<file path="config.mk">
export PLATFORM = sky130hd
export DESIGN_NAME = plru_state_array_flat
export DESIGN_NICKNAME = d
export VERILOG_FILES = /design/src/rtl/plru_state_array_pkg.sv /design/src/rtl/plru_state_array_if.sv /design/src/rtl/plru_state_array_update_victim.sv /design/src/rtl/plru_state_array.sv /design/src/flat_wrapper.sv
export SDC_FILE = /design/constraint.sdc
export NUM_CORES = 1
export LEC_CHECK = 0
export ABC_AREA = 0
export BUFFER_PORTS_ARGS = -buffer_cell sky130_fd_sc_hd__buf_2
export CAP_MARGIN = 20
export CORE_ASPECT_RATIO = 0.9
export CORE_MARGIN = 5
export CORE_UTILIZATION = 51
export CTS_CLUSTER_DIAMETER = 150
export DETAILED_ROUTE_END_ITERATION = 12
export PLACE_DENSITY = 0.69
export SYNTH_ARGS = -nofsm -noshare
export SYNTH_HDL_FRONTEND = slang
export SYNTH_SLANG_ARGS = --single-unit
</file>
<file path="constraint.sdc">
create_clock -name clk -period 2.4 [get_ports clk]
set_input_delay 0.48 -clock clk [delete_from_list [all_inputs] [get_ports clk]]
set_output_delay 0.48 -clock clk [all_outputs]
set_load 0.1 [all_outputs]
</file>
<file path="src/rtl/plru_state_array_pkg.sv">
`default_nettype none
// ============================================================================
//  Module      : cache_types (package)
//  Description : Shared cache types: way enum, PLRU state type, reset value
//                and the invalid-way priority helper.
//  Revision    : 1.0 - initial release
// ============================================================================
package cache_types;

    typedef enum logic [1:0] {
        WAY_A = 2'd0,
        WAY_B = 2'd1,
        WAY_C = 2'd2,
        WAY_D = 2'd3
    } way_e;

    typedef logic [2:0] plru_t;

    localparam plru_t PLRU_RESET = 3'b000;

    // Lowest-index way whose valid bit is clear; WAY_A when every line is valid.
    function automatic way_e first_invalid_way(input logic [3:0] mask);
        way_e w;
        w = WAY_A;
        for (int i = 3; i >= 0; i--) begin
            if (!mask[i]) begin
                w = way_e'(i[1:0]);
            end
        end
        return w;
    endfunction

endpackage
`default_nettype wire

</file>
<file path="src/rtl/plru_state_array_if.sv">
`default_nettype none
// ============================================================================
//  Module      : plru_state_array_if
//  Description : Lookup, update, flush and response signals of the PLRU array.
//  Revision    : 1.0 - initial release
// ============================================================================
interface plru_state_array_if #(
    parameter int SET_W = 4
);
    import cache_types::*;

    logic             flush;
    logic             lkp_valid;
    logic [SET_W-1:0] lkp_set;
    logic [3:0]       lkp_valid_mask;
    logic             upd_valid;
    logic [SET_W-1:0] upd_set;
    logic [1:0]       upd_way;
    logic             rsp_valid;
    logic [1:0]       rsp_victim;
    plru_t            rsp_plru;

    modport master (
        output flush, lkp_valid, lkp_set, lkp_valid_mask,
        output upd_valid, upd_set, upd_way,
        input  rsp_valid, rsp_victim, rsp_plru
    );

    modport slave (
        input  flush, lkp_valid, lkp_set, lkp_valid_mask,
        input  upd_valid, upd_set, upd_way,
        output rsp_valid, rsp_victim, rsp_plru
    );

endinterface
`default_nettype wire

</file>
<file path="src/rtl/plru_state_array_update_victim.sv">
`default_nettype none
// ============================================================================
//  Module      : plru_update_victim
//  Description : Combinational 4-way tree-PLRU next state and tree victim of
//                the resulting state.
//  Revision    : 1.0 - initial release
// ============================================================================
module plru_update_victim
    import cache_types::*;
(
    input  plru_t i_cur_state,
    input  logic  i_upd_en,
    input  way_e  i_upd_way,
    output plru_t o_next_state,
    output way_e  o_victim
);

    plru_t w_next;

    always_comb begin
        w_next = i_cur_state;
        if (i_upd_en) begin
            case (i_upd_way)
                WAY_A: begin w_next[0] = 1'b0; w_next[1] = 1'b0; end
                WAY_B: begin w_next[0] = 1'b0; w_next[1] = 1'b1; end
                WAY_C: begin w_next[0] = 1'b1; w_next[2] = 1'b0; end
                default: begin w_next[0] = 1'b1; w_next[2] = 1'b1; end
            endcase
        end
    end

    // Victim comes from the half that was not used last.
    always_comb begin
        o_victim = WAY_A;
        if (!w_next[0]) begin
            o_victim = w_next[2] ? WAY_C : WAY_D;
        end else begin
            o_victim = w_next[1] ? WAY_A : WAY_B;
        end
    end

    assign o_next_state = w_next;

endmodule
`default_nettype wire

</file>
<file path="src/rtl/plru_state_array.sv">
`default_nettype none
// ============================================================================
//  Module      : plru_state_array
//  Description : Per-set 4-way tree-PLRU state with registered victim lookup,
//                same-set update forwarding and global flush.
//  Revision    : 1.0 - initial release
// ============================================================================
module plru_state_array
    import cache_types::*;
#(
    parameter int NUM_SETS = 16,
    parameter int SET_W    = $clog2(NUM_SETS)
) (
    input  logic                clk,
    input  logic                rst,
    plru_state_array_if.slave   bus
);

    plru_t r_state [NUM_SETS];

    plru_t r_rsp_plru;
    way_e  r_rsp_victim;
    logic  r_rsp_valid;

    plru_t w_upd_cur;
    plru_t w_upd_next;
    way_e  w_upd_victim_unused;

    plru_t w_lkp_base;
    logic  w_fwd;
    plru_t w_lkp_state;
    way_e  w_tree_victim;
    way_e  w_victim;

    assign w_upd_cur = r_state[bus.upd_set];

    plru_update_victim u_upd (
        .i_cur_state  (w_upd_cur),
        .i_upd_en     (bus.upd_valid),
        .i_upd_way    (way_e'(bus.upd_way)),
        .o_next_state (w_upd_next),
        .o_victim     (w_upd_victim_unused)
    );

    // A same-set update is folded into the lookup; flush wins and kills it.
    assign w_lkp_base = bus.flush ? PLRU_RESET : r_state[bus.lkp_set];
    assign w_fwd      = bus.upd_valid && !bus.flush && (bus.upd_set == bus.lkp_set);

    plru_update_victim u_lkp (
        .i_cur_state  (w_lkp_base),
        .i_upd_en     (w_fwd),
        .i_upd_way    (way_e'(bus.upd_way)),
        .o_next_state (w_lkp_state),
        .o_victim     (w_tree_victim)
    );

    assign w_victim = (&bus.lkp_valid_mask) ? w_tree_victim
                                            : first_invalid_way(bus.lkp_valid_mask);

    always_ff @(posedge clk) begin
        if (rst || bus.flush) begin
            for (int i = 0; i < NUM_SETS; i++) begin
                r_state[i] <= PLRU_RESET;
            end
        end else if (bus.upd_valid) begin
            r_state[bus.upd_set] <= w_upd_next;
        end
    end

    always_ff @(posedge clk) begin
        if (rst) begin
            r_rsp_valid  <= 1'b0;
            r_rsp_victim <= WAY_A;
            r_rsp_plru   <= PLRU_RESET;
        end else begin
            r_rsp_valid <= bus.lkp_valid;
            if (bus.lkp_valid) begin
                r_rsp_victim <= w_victim;
                r_rsp_plru   <= w_lkp_state;
            end
        end
    end

    assign bus.rsp_valid  = r_rsp_valid;
    assign bus.rsp_victim = r_rsp_victim;
    assign bus.rsp_plru   = r_rsp_plru;

endmodule
`default_nettype wire

</file>
<file path="src/flat_wrapper.sv">
// flat-port wrapper written by rule: the top's interface ports become plain ports
module plru_state_array_flat import cache_types::*;
#(
    parameter int NUM_SETS = 16,
    parameter int SET_W    = $clog2(NUM_SETS)
)
  (clk, rst, bus_flush, bus_lkp_valid, bus_lkp_set, bus_lkp_valid_mask, bus_upd_valid, bus_upd_set, bus_upd_way, bus_rsp_valid, bus_rsp_victim, bus_rsp_plru);
  plru_state_array_if #(.SET_W(SET_W)) bus_i ();
  input  logic clk;
  input  logic rst;
  input wire logic [$bits(bus_i.flush)-1:0] bus_flush;
  input wire logic [$bits(bus_i.lkp_valid)-1:0] bus_lkp_valid;
  input wire logic [$bits(bus_i.lkp_set)-1:0] bus_lkp_set;
  input wire logic [$bits(bus_i.lkp_valid_mask)-1:0] bus_lkp_valid_mask;
  input wire logic [$bits(bus_i.upd_valid)-1:0] bus_upd_valid;
  input wire logic [$bits(bus_i.upd_set)-1:0] bus_upd_set;
  input wire logic [$bits(bus_i.upd_way)-1:0] bus_upd_way;
  output wire logic [$bits(bus_i.rsp_valid)-1:0] bus_rsp_valid;
  output wire logic [$bits(bus_i.rsp_victim)-1:0] bus_rsp_victim;
  output wire logic [$bits(bus_i.rsp_plru)-1:0] bus_rsp_plru;
  assign bus_i.flush = bus_flush;
  assign bus_i.lkp_valid = bus_lkp_valid;
  assign bus_i.lkp_set = bus_lkp_set;
  assign bus_i.lkp_valid_mask = bus_lkp_valid_mask;
  assign bus_i.upd_valid = bus_upd_valid;
  assign bus_i.upd_set = bus_upd_set;
  assign bus_i.upd_way = bus_upd_way;
  assign bus_rsp_valid = bus_i.rsp_valid;
  assign bus_rsp_victim = bus_i.rsp_victim;
  assign bus_rsp_plru = bus_i.rsp_plru;
  plru_state_array #(.NUM_SETS(NUM_SETS), .SET_W(SET_W)) u_core (.clk(clk), .rst(rst), .bus(bus_i));
endmodule
</file>
==> results of run 1 <==
[layout make-up]
| type | instances | area (um2) | share of cell area |
|---|---|---|---|
| Inverter | 20 | 75.07 | 0.02333 |
| Tap cell | 70 | 87.58 | 0.02722 |
| Sequential cell | 54 | 1562 | 0.4852 |
| Timing Repair Buffer | 33 | 187.7 | 0.05832 |
| Clock inverter | 3 | 21.27 | 0.006610 |
| Clock buffer | 5 | 68.82 | 0.02138 |
| Multi-Input combinational cell | 189 | 1216 | 0.3779 |
[layer usage]
metal,track usage,up-vias,share of wire
li1,-,1036,-
met1,0.2377,1038,0.44
met2,0.3092,63,0.47
met3,0.03986,8,0.067
met4,0.05804,0,0.014
met5,0,-,0
[flip-flops by register name, summed over array words and instances (netlist names)]
signal / cells
u_core.bus.rsp_plru: 3
u_core.r_state: 48
u_core.bus.rsp_valid: 1
u_core.bus.rsp_victim: 2
[logic make-up after synthesis]
logic type,count (synthesis),synth area share
DFF,54,0.5302
and+or+nand+nor,137,0.2060
buffers and inverters,41,0.05777
muxes,14,0.1054
xor gates and xnor gates,4,0.01189
AOI/OAI and AO/OA,34,0.08879
[how the worst max path moves through the flow]
stage / from / end / slack, ns / cells after the start
after floorplan: rst / u_core.r_state[3][1]$_SDFFCE_PN0P_ / 0.43 / 5
after global routing: rst / u_core.r_state[15][1]$_SDFFCE_PN0P_ / 0.39 / 5
after detailed placement: rst / u_core.r_state[12][1]$_SDFFCE_PN0P_ / 0.15 / 5
after global placement: bus_lkp_set[0] / u_core.bus.rsp_plru[0]$_SDFFE_PP0P_ / 0.20 / 6
final: rst / u_core.r_state[12][1]$_SDFFCE_PN0P_ / 0.49 / 5
after CTS: rst / u_core.r_state[12][1]$_SDFFCE_PN0P_ / 0.49 / 5
[per-stage QoR]
stage | cells | setup WS (ns) | hold WS [ns]
after floorplan | 284 | 0.4319 | 0.6762
after global placement | 366 | 0.2024 | 0.4933
after detailed placement | 366 | 0.1512 | 0.4910
after CTS | 374 | 0.4892 | 0.4383
after global routing | 374 | 0.3866 | 0.4541
final | 374 | 0.4917 | 0.4412
[power by group]
group | leakage (nW) | switching, W | internal, W
sequential | 0.572 | 0.0000155 | 0.00107
combinational | 0.705 | 0.000170 | 0.0000912
clock | 0.0458 | 0.000312 | 0.000206
total | 1.32 | 0.000497 | 0.00136
[placed cells by master, fill, tap and decap left out, drive strengths merged, types with 3 or more instances in the layout]
cell | Yosys | final
buf | 3 | 33
nor3b | 3 | 3
o21ai | 18 | 18
clkinv | 1 | 4
inv | 19 | 19
xnor2 | 4 | 4
nand2 | 51 | 51
nand3 | 24 | 24
nor2 | 42 | 42
a211oi | 3 | 3
mux4 | 12 | 12
edfxtp | 48 | 48
nand4 | 4 | 4
dfxtp | 6 | 6
nor2b | 6 | 6
clkbuf | 18 | 5
==> flow_metrics.py, run 1 <==
metrics = {
    "sta": {
        "slew_headroom": 0.5750,
        "setup_repair_after_global_routing_missed_its_margin": "no",
        "timing_worst_slew_pin_value_ns": 0.6360,
        "period_share": 0.7951,
        "setup_viol": 0,
        "max_clock_freq_mhz": 524.0,
        "setup_tns_ns": 0,
        "post-route-min-period_ns": 1.908,
        "final-max-slew-violation-count": 0,
        "clock-skew-final_ns": 0.006984,
        "final-hold-violation-count": 0,
    },
    "finish": {
        "layout-drive-gt1-share": 0.1908,
        "layout.cell_area.non_filler_um2": 3218,
        "flow.area_growth_from_synthesis_pct": 9.261,
        "finalCoreUtilization": 0.5685,
        "antenna_cells_inserted": 0,
        "filler_cell_count": 518,
        "finish.net_count": 322,
    },
    "critical_path": {
        "r2r_cells": 5,
        "worstSetupPathType": "in2reg",
        "path_delay_family": "simple AND/OR/NAND/NOR gates",
        "worstPathRequired_ns": 2.42,
        "worst_setup_path_start_kind": "input pin",
        "crit_fanout": 8,
        "critical_path.slowest_cell": "sky130_fd_sc_hd__and3_1",
        "critical_path_cell_by_cell": "buf_2, nor3b_1, and3_1, nand2_1, o21ai_0",
        "critical_path_arrival_ns": 1.93,
        "timing.reg2reg.setup_slack_ns": 0.66,
        "critical_path.n_buffers_inverters": 1,
        "setup.worst_path.end_class": "register",
        "cp_slowest_stage_delay_ns": 0.46,
        "timing.rr.end": "u_core.bus.rsp_plru[1]$_SDFFE_PP0P_",
        "rr_startpoint": "u_core.r_state[13][1]$_SDFFCE_PN0P_",
    },
    "synth": {
        "postSynth.topFlopCell": "sky130_fd_sc_hd__edfxtp_1",
        "synth_enable_flop_cells": 48,
        "synth.lib_cells_used.distinct": 41,
        "synth_most_common_cell": "sky130_fd_sc_hd__nand2_1",
        "synth.area.top_cells": "sky130_fd_sc_hd__edfxtp_1 49%, sky130_fd_sc_hd__nand2_1 6.5%, sky130_fd_sc_hd__mux4_2 5.4%",
        "synthesis.yosys.warnings": 0,
        "netlist.area_leader.share": 0.4894,
        "synth_area_leader_cell": "sky130_fd_sc_hd__edfxtp_1",
        "postSynthAreaPerCell_um2": 10.37,
        "synth_top_cells_by_count": "51 x sky130_fd_sc_hd__nand2_1, 48 x sky130_fd_sc_hd__edfxtp_1, 42 x sky130_fd_sc_hd__nor2_1, 23 x sky130_fd_sc_hd__nand3_1, 19 x sky130_fd_sc_hd__inv_1",
        "flip_flop_and_latch_count_after_synthesis": 54,
        "ffs_w_async_s_r_synth": 0,
        "post_synth_instance_area_um2": 2945,
        "synth_sequential_area_ratio": 0.5302,
        "syn-num-nets": 303,
        "syn_inst": 284,
    },
    "floorplanning": {
        "io-pin-count": 25,
        "fp.dieW_um": 90.11,
        "core_um2": 5660,
        "placement_rows": 26,
        "initial_core_util": 0.5203,
        "die_area_um2": 7397,
        "die_height_um": 82.10,
    },
    "hold_path": {
        "holdCritPathClass": "in2reg",
        "hold-path-cell-count": 2,
        "min-delay-start": "rst",
        "holdPathEnd": "u_core.bus.rsp_plru[2]$_SDFFE_PP0P_",
    },
    "detailed_routing": {
        "routed_wire_length_per_instance_um": 16.79,
        "postRouteWirelength_um": 6278,
        "routed_via_density": 5.735,
        "initial_drt_pass_iterations": 4,
        "antenna_left": 0,
        "drc": 0,
        "routed-via-count": 2145,
        "initialDrtViolationCount": 216,
    },
    "grt": {
        "maximum_number_of_pins_on_one_net_before_global_route_repair": 49,
        "globalRoute.totalOverflow": 0,
        "antenna_found_initial": 0,
        "groute.usage.overall": 0.1824,
        "grt_pass1_wl_um": 10380,
        "vias_in_the_first_global_route": 2013,
    },
    "power": {
        "static-leakage-power_nw": 1.322,
        "design_power_w": 0.001862,
        "ir_worst_vdd_v": 0.0002646,
        "pwr_dens_nw_per_um2": 578.6,
    },
    "clock_network": {
        "cts-root-to-sink-buffers": 2,
        "root_buffer": "sky130_fd_sc_hd__clkbuf_8",
        "ctsHoldBuffers": 0,
        "cts_inserted_buffers": 5,
        "cts_num_sinks": 54,
        "clock_tree_from_tritoncts": "done",
        "post_cts.resized_instances": 0,
        "clkSlewWorstSetupHoldPaths_ns": 0.10,
        "postCtsSetupRepairBufs": 0,
        "insertion_delay_ns": 0.31,
        "htreeDepth": 2,
    },
    "run_status": {
        "status": "finished clean",
    },
    "placement": {
        "placement.io_buffers": 24,
        "post-dp-hpwl_um": 4583,
        "dpl_cell_area_um2": 3128,
        "gp_routability_congestion": 0.8357,
    },
    "run": {
        "max-cap-violations": 0,
    },
}
Power figures use the tool's default switching activity.
==> inputs of run 2 (changes only) <==
- PLACE_DENSITY: 0.69 -> 0.71
- clock period: 2.4 -> 1.7 ns (I/O delays scaled with it)
==> flow_metrics.py, run 2 (same netlist as run 1, synthesis figures left out) <==
metrics = {
    "critical_path": {
        "worstSetupPathType": "reg2reg",
        "setup.worst_path.end_class": "register",
        "critical_path_arrival_ns": 1.94,
        "worstPathRequired_ns": 1.91,
        "crit_fanout": 3,
        "worst_setup_path_start_kind": "register",
    },
    "hold_path": {
        "holdCritPathClass": "in2reg",
    },
    "clock_network": {
        "clock_tree_from_tritoncts": "done",
        "clkSlewWorstSetupHoldPaths_ns": 0.10,
        "postCtsSetupRepairBufs": 0,
        "htreeDepth": 2,
        "cts_num_sinks": 54,
        "cts-root-to-sink-buffers": 2,
        "root_buffer": "sky130_fd_sc_hd__clkbuf_8",
        "cts_inserted_buffers": 5,
        "insertion_delay_ns": 0.30,
    },
    "power": {
        "total_switching_power_w": 0.0007166,
        "seq_power_share": 0.541,
        "p_comb_frac": 0.152,
        "design_power_w": 0.002840,
        "pwr_dens_nw_per_um2": 800.8,
        "static-leakage-power_nw": 1.478,
        "p_int_w": 0.002123,
        "switching_share": 0.2524,
        "ir_worst_vdd_v": 0.0004734,
        "pwr-share-clk": 0.307,
    },
    "sta": {
        "clock-skew-final_ns": 0.008669,
        "slew_headroom": 0.6768,
        "final-max-slew-violation-count": 0,
        "setup_viol": 1,
        "final-hold-violation-count": 0,
        "period_share": 1.014,
        "max_clock_freq_mhz": 580.3,
        "setup_repair_after_global_routing_missed_its_margin": "yes",
        "finalWorstSetupSlack_ns": -0.02337,
        "timing.hold.ws_ns": 0.3503,
        "post-route-min-period_ns": 1.723,
        "timing_worst_slew_pin_value_ns": 0.4882,
    },
    "detailed_routing": {
        "postRouteWirelength_um": 6771,
        "routed-via-count": 2272,
        "antenna_left": 0,
        "drc": 0,
        "routed_via_density": 5.624,
        "routed_wire_length_per_instance_um": 16.76,
        "initial_drt_pass_iterations": 4,
        "initialDrtViolationCount": 185,
    },
    "grt": {
        "maximum_number_of_pins_on_one_net_before_global_route_repair": 49,
        "grt_busiest_layer": "met2",
        "globalRoute.totalOverflow": 0,
        "grt_pass1_wl_um": 11090,
        "grtUsageMet2": 0.3406,
        "antenna_found_initial": 0,
        "grt_util_met1": 0.2546,
        "vias_in_the_first_global_route": 2184,
        "use_met3": 0.04801,
        "groute.usage.overall": 0.1947,
    },
    "placement": {
        "gp_routability_congestion": 0.8036,
        "post-dp-hpwl_um": 5095,
        "placement.io_buffers": 24,
        "dpl_cell_area_um2": 3415,
        "dp_cells": 396,
    },
    "finish": {
        "mostFrequentLayoutCell": "sky130_fd_sc_hd__nand2_1",
        "layout.cell_area.non_filler_um2": 3546,
        "final_cells": 404,
        "max_flop_register": "u_core.r_state",
        "commonest_non_fill_non_tap_cells_in_the_layout": "51 x sky130_fd_sc_hd__nand2_1, 48 x sky130_fd_sc_hd__edfxtp_1, 39 x sky130_fd_sc_hd__nor2_1",
        "largest_reg_flops": 48,
        "finish.net_count": 352,
        "finalCoreUtilization": 0.6264,
        "antenna_cells_inserted": 0,
        "layout-drive-gt1-share": 0.2904,
        "flow.area_growth_from_synthesis_pct": 20.39,
        "filler_cell_count": 470,
    },
    "run": {
        "max-cap-violations": 0,
    },
    "floorplanning": {
        "placement_rows": 26,
        "fp.dieW_um": 90.11,
        "io-pin-count": 25,
        "die_height_um": 82.10,
        "initial_core_util": 0.5203,
        "die_area_um2": 7397,
        "core_um2": 5660,
    },
    "run_status": {
        "violations": "negative setup slack",
        "status": "finished with violations",
    },
}
## run 2: cell count changes in the layout (fill, tap and decap cells not counted), moves of 2 or more
cell / delta
sky130_fd_sc_hd__buf_4: +27
sky130_fd_sc_hd__buf_12: +3
sky130_fd_sc_hd__nor2_1: -2
sky130_fd_sc_hd__mux4_2: +2
sky130_fd_sc_hd__clkinv_4: -2
sky130_fd_sc_hd__nor2_2: +2
sky130_fd_sc_hd__mux4_1: -2
## run 2: power groups by stage
stage | Sequential, W | Clock [W] | Combinational [W]
floorplan | 0.00160 | 0 | 0.000228
global placement | 0.00156 | 0 | 0.000407
detailed placement | 0.00157 | 0 | 0.000416
CTS | 0.00154 | 0.000877 | 0.000430
global route | 0.00154 | 0.000941 | 0.000466
finish | 0.00154 | 0.000871 | 0.000431
## run 2: worst paths after layout
check                                                          from                                     to  slack [ns]  depth (start not counted)
worst max-delay path             u_core.r_state[9][1]$_SDFFCE_PN0P_    u_core.bus.rsp_plru[1]$_SDFFE_PP0P_       -0.02                          5
worst min-delay path                          bus_lkp_valid_mask[3]  u_core.bus.rsp_victim[1]$_SDFFE_PP0P_        0.35                          3
worst max register to register   u_core.r_state[9][1]$_SDFFCE_PN0P_    u_core.bus.rsp_plru[1]$_SDFFE_PP0P_       -0.02                          5
worst min register to register  u_core.bus.rsp_plru[0]$_SDFFE_PP0P_    u_core.bus.rsp_plru[0]$_SDFFE_PP0P_        0.51                          2
## run 2: cell type report
type,count,area (um2),share of cell area
clock buffer,6,72.57,0.02047
clock inverter,2,37.54,0.01059
inverter,20,75.07,0.02117
multi-input combinational,189,1261,0.3557
sequential,54,1562,0.4404
tap,70,87.58,0.02470
timing repair buffer,63,450.4,0.1270
## run 2: per-stage QoR
step | worst slack (ns) | setup TNS (ns)
3_5_place_dp | -0.2586 | -1.522
6_report | -0.02337 | -0.02337
3_3_place_gp | -0.2155 | -1.068
5_1_grt | -0.07353 | -0.1703
2_1_floorplan | -0.02170 | -0.02170
4_1_cts | -0.02786 | -0.02786
## run 2: what timing repair did
item	CTS	global route
hold buffers	0	0
setup endpoints to repair	3	4
resized for setup	5	3
## run 2: metal layers
metal | vias to the layer above | part of all wire
met3 | 4 | 0.087
met5 | - | 0
met4 | 0 | 0.0028
li1 | 1096 | -
met1 | 1084 | 0.41
met2 | 88 | 0.50
## run 2: critical path, stage by stage (launching register included)
cell and delay (ns):
sky130_fd_sc_hd__edfxtp_1 0.41, sky130_fd_sc_hd__mux4_2 0.47, sky130_fd_sc_hd__mux2_4 0.30, sky130_fd_sc_hd__a2bb2oi_4 0.16
sky130_fd_sc_hd__o21ai_1 0.08, sky130_fd_sc_hd__a31o_1 0.21
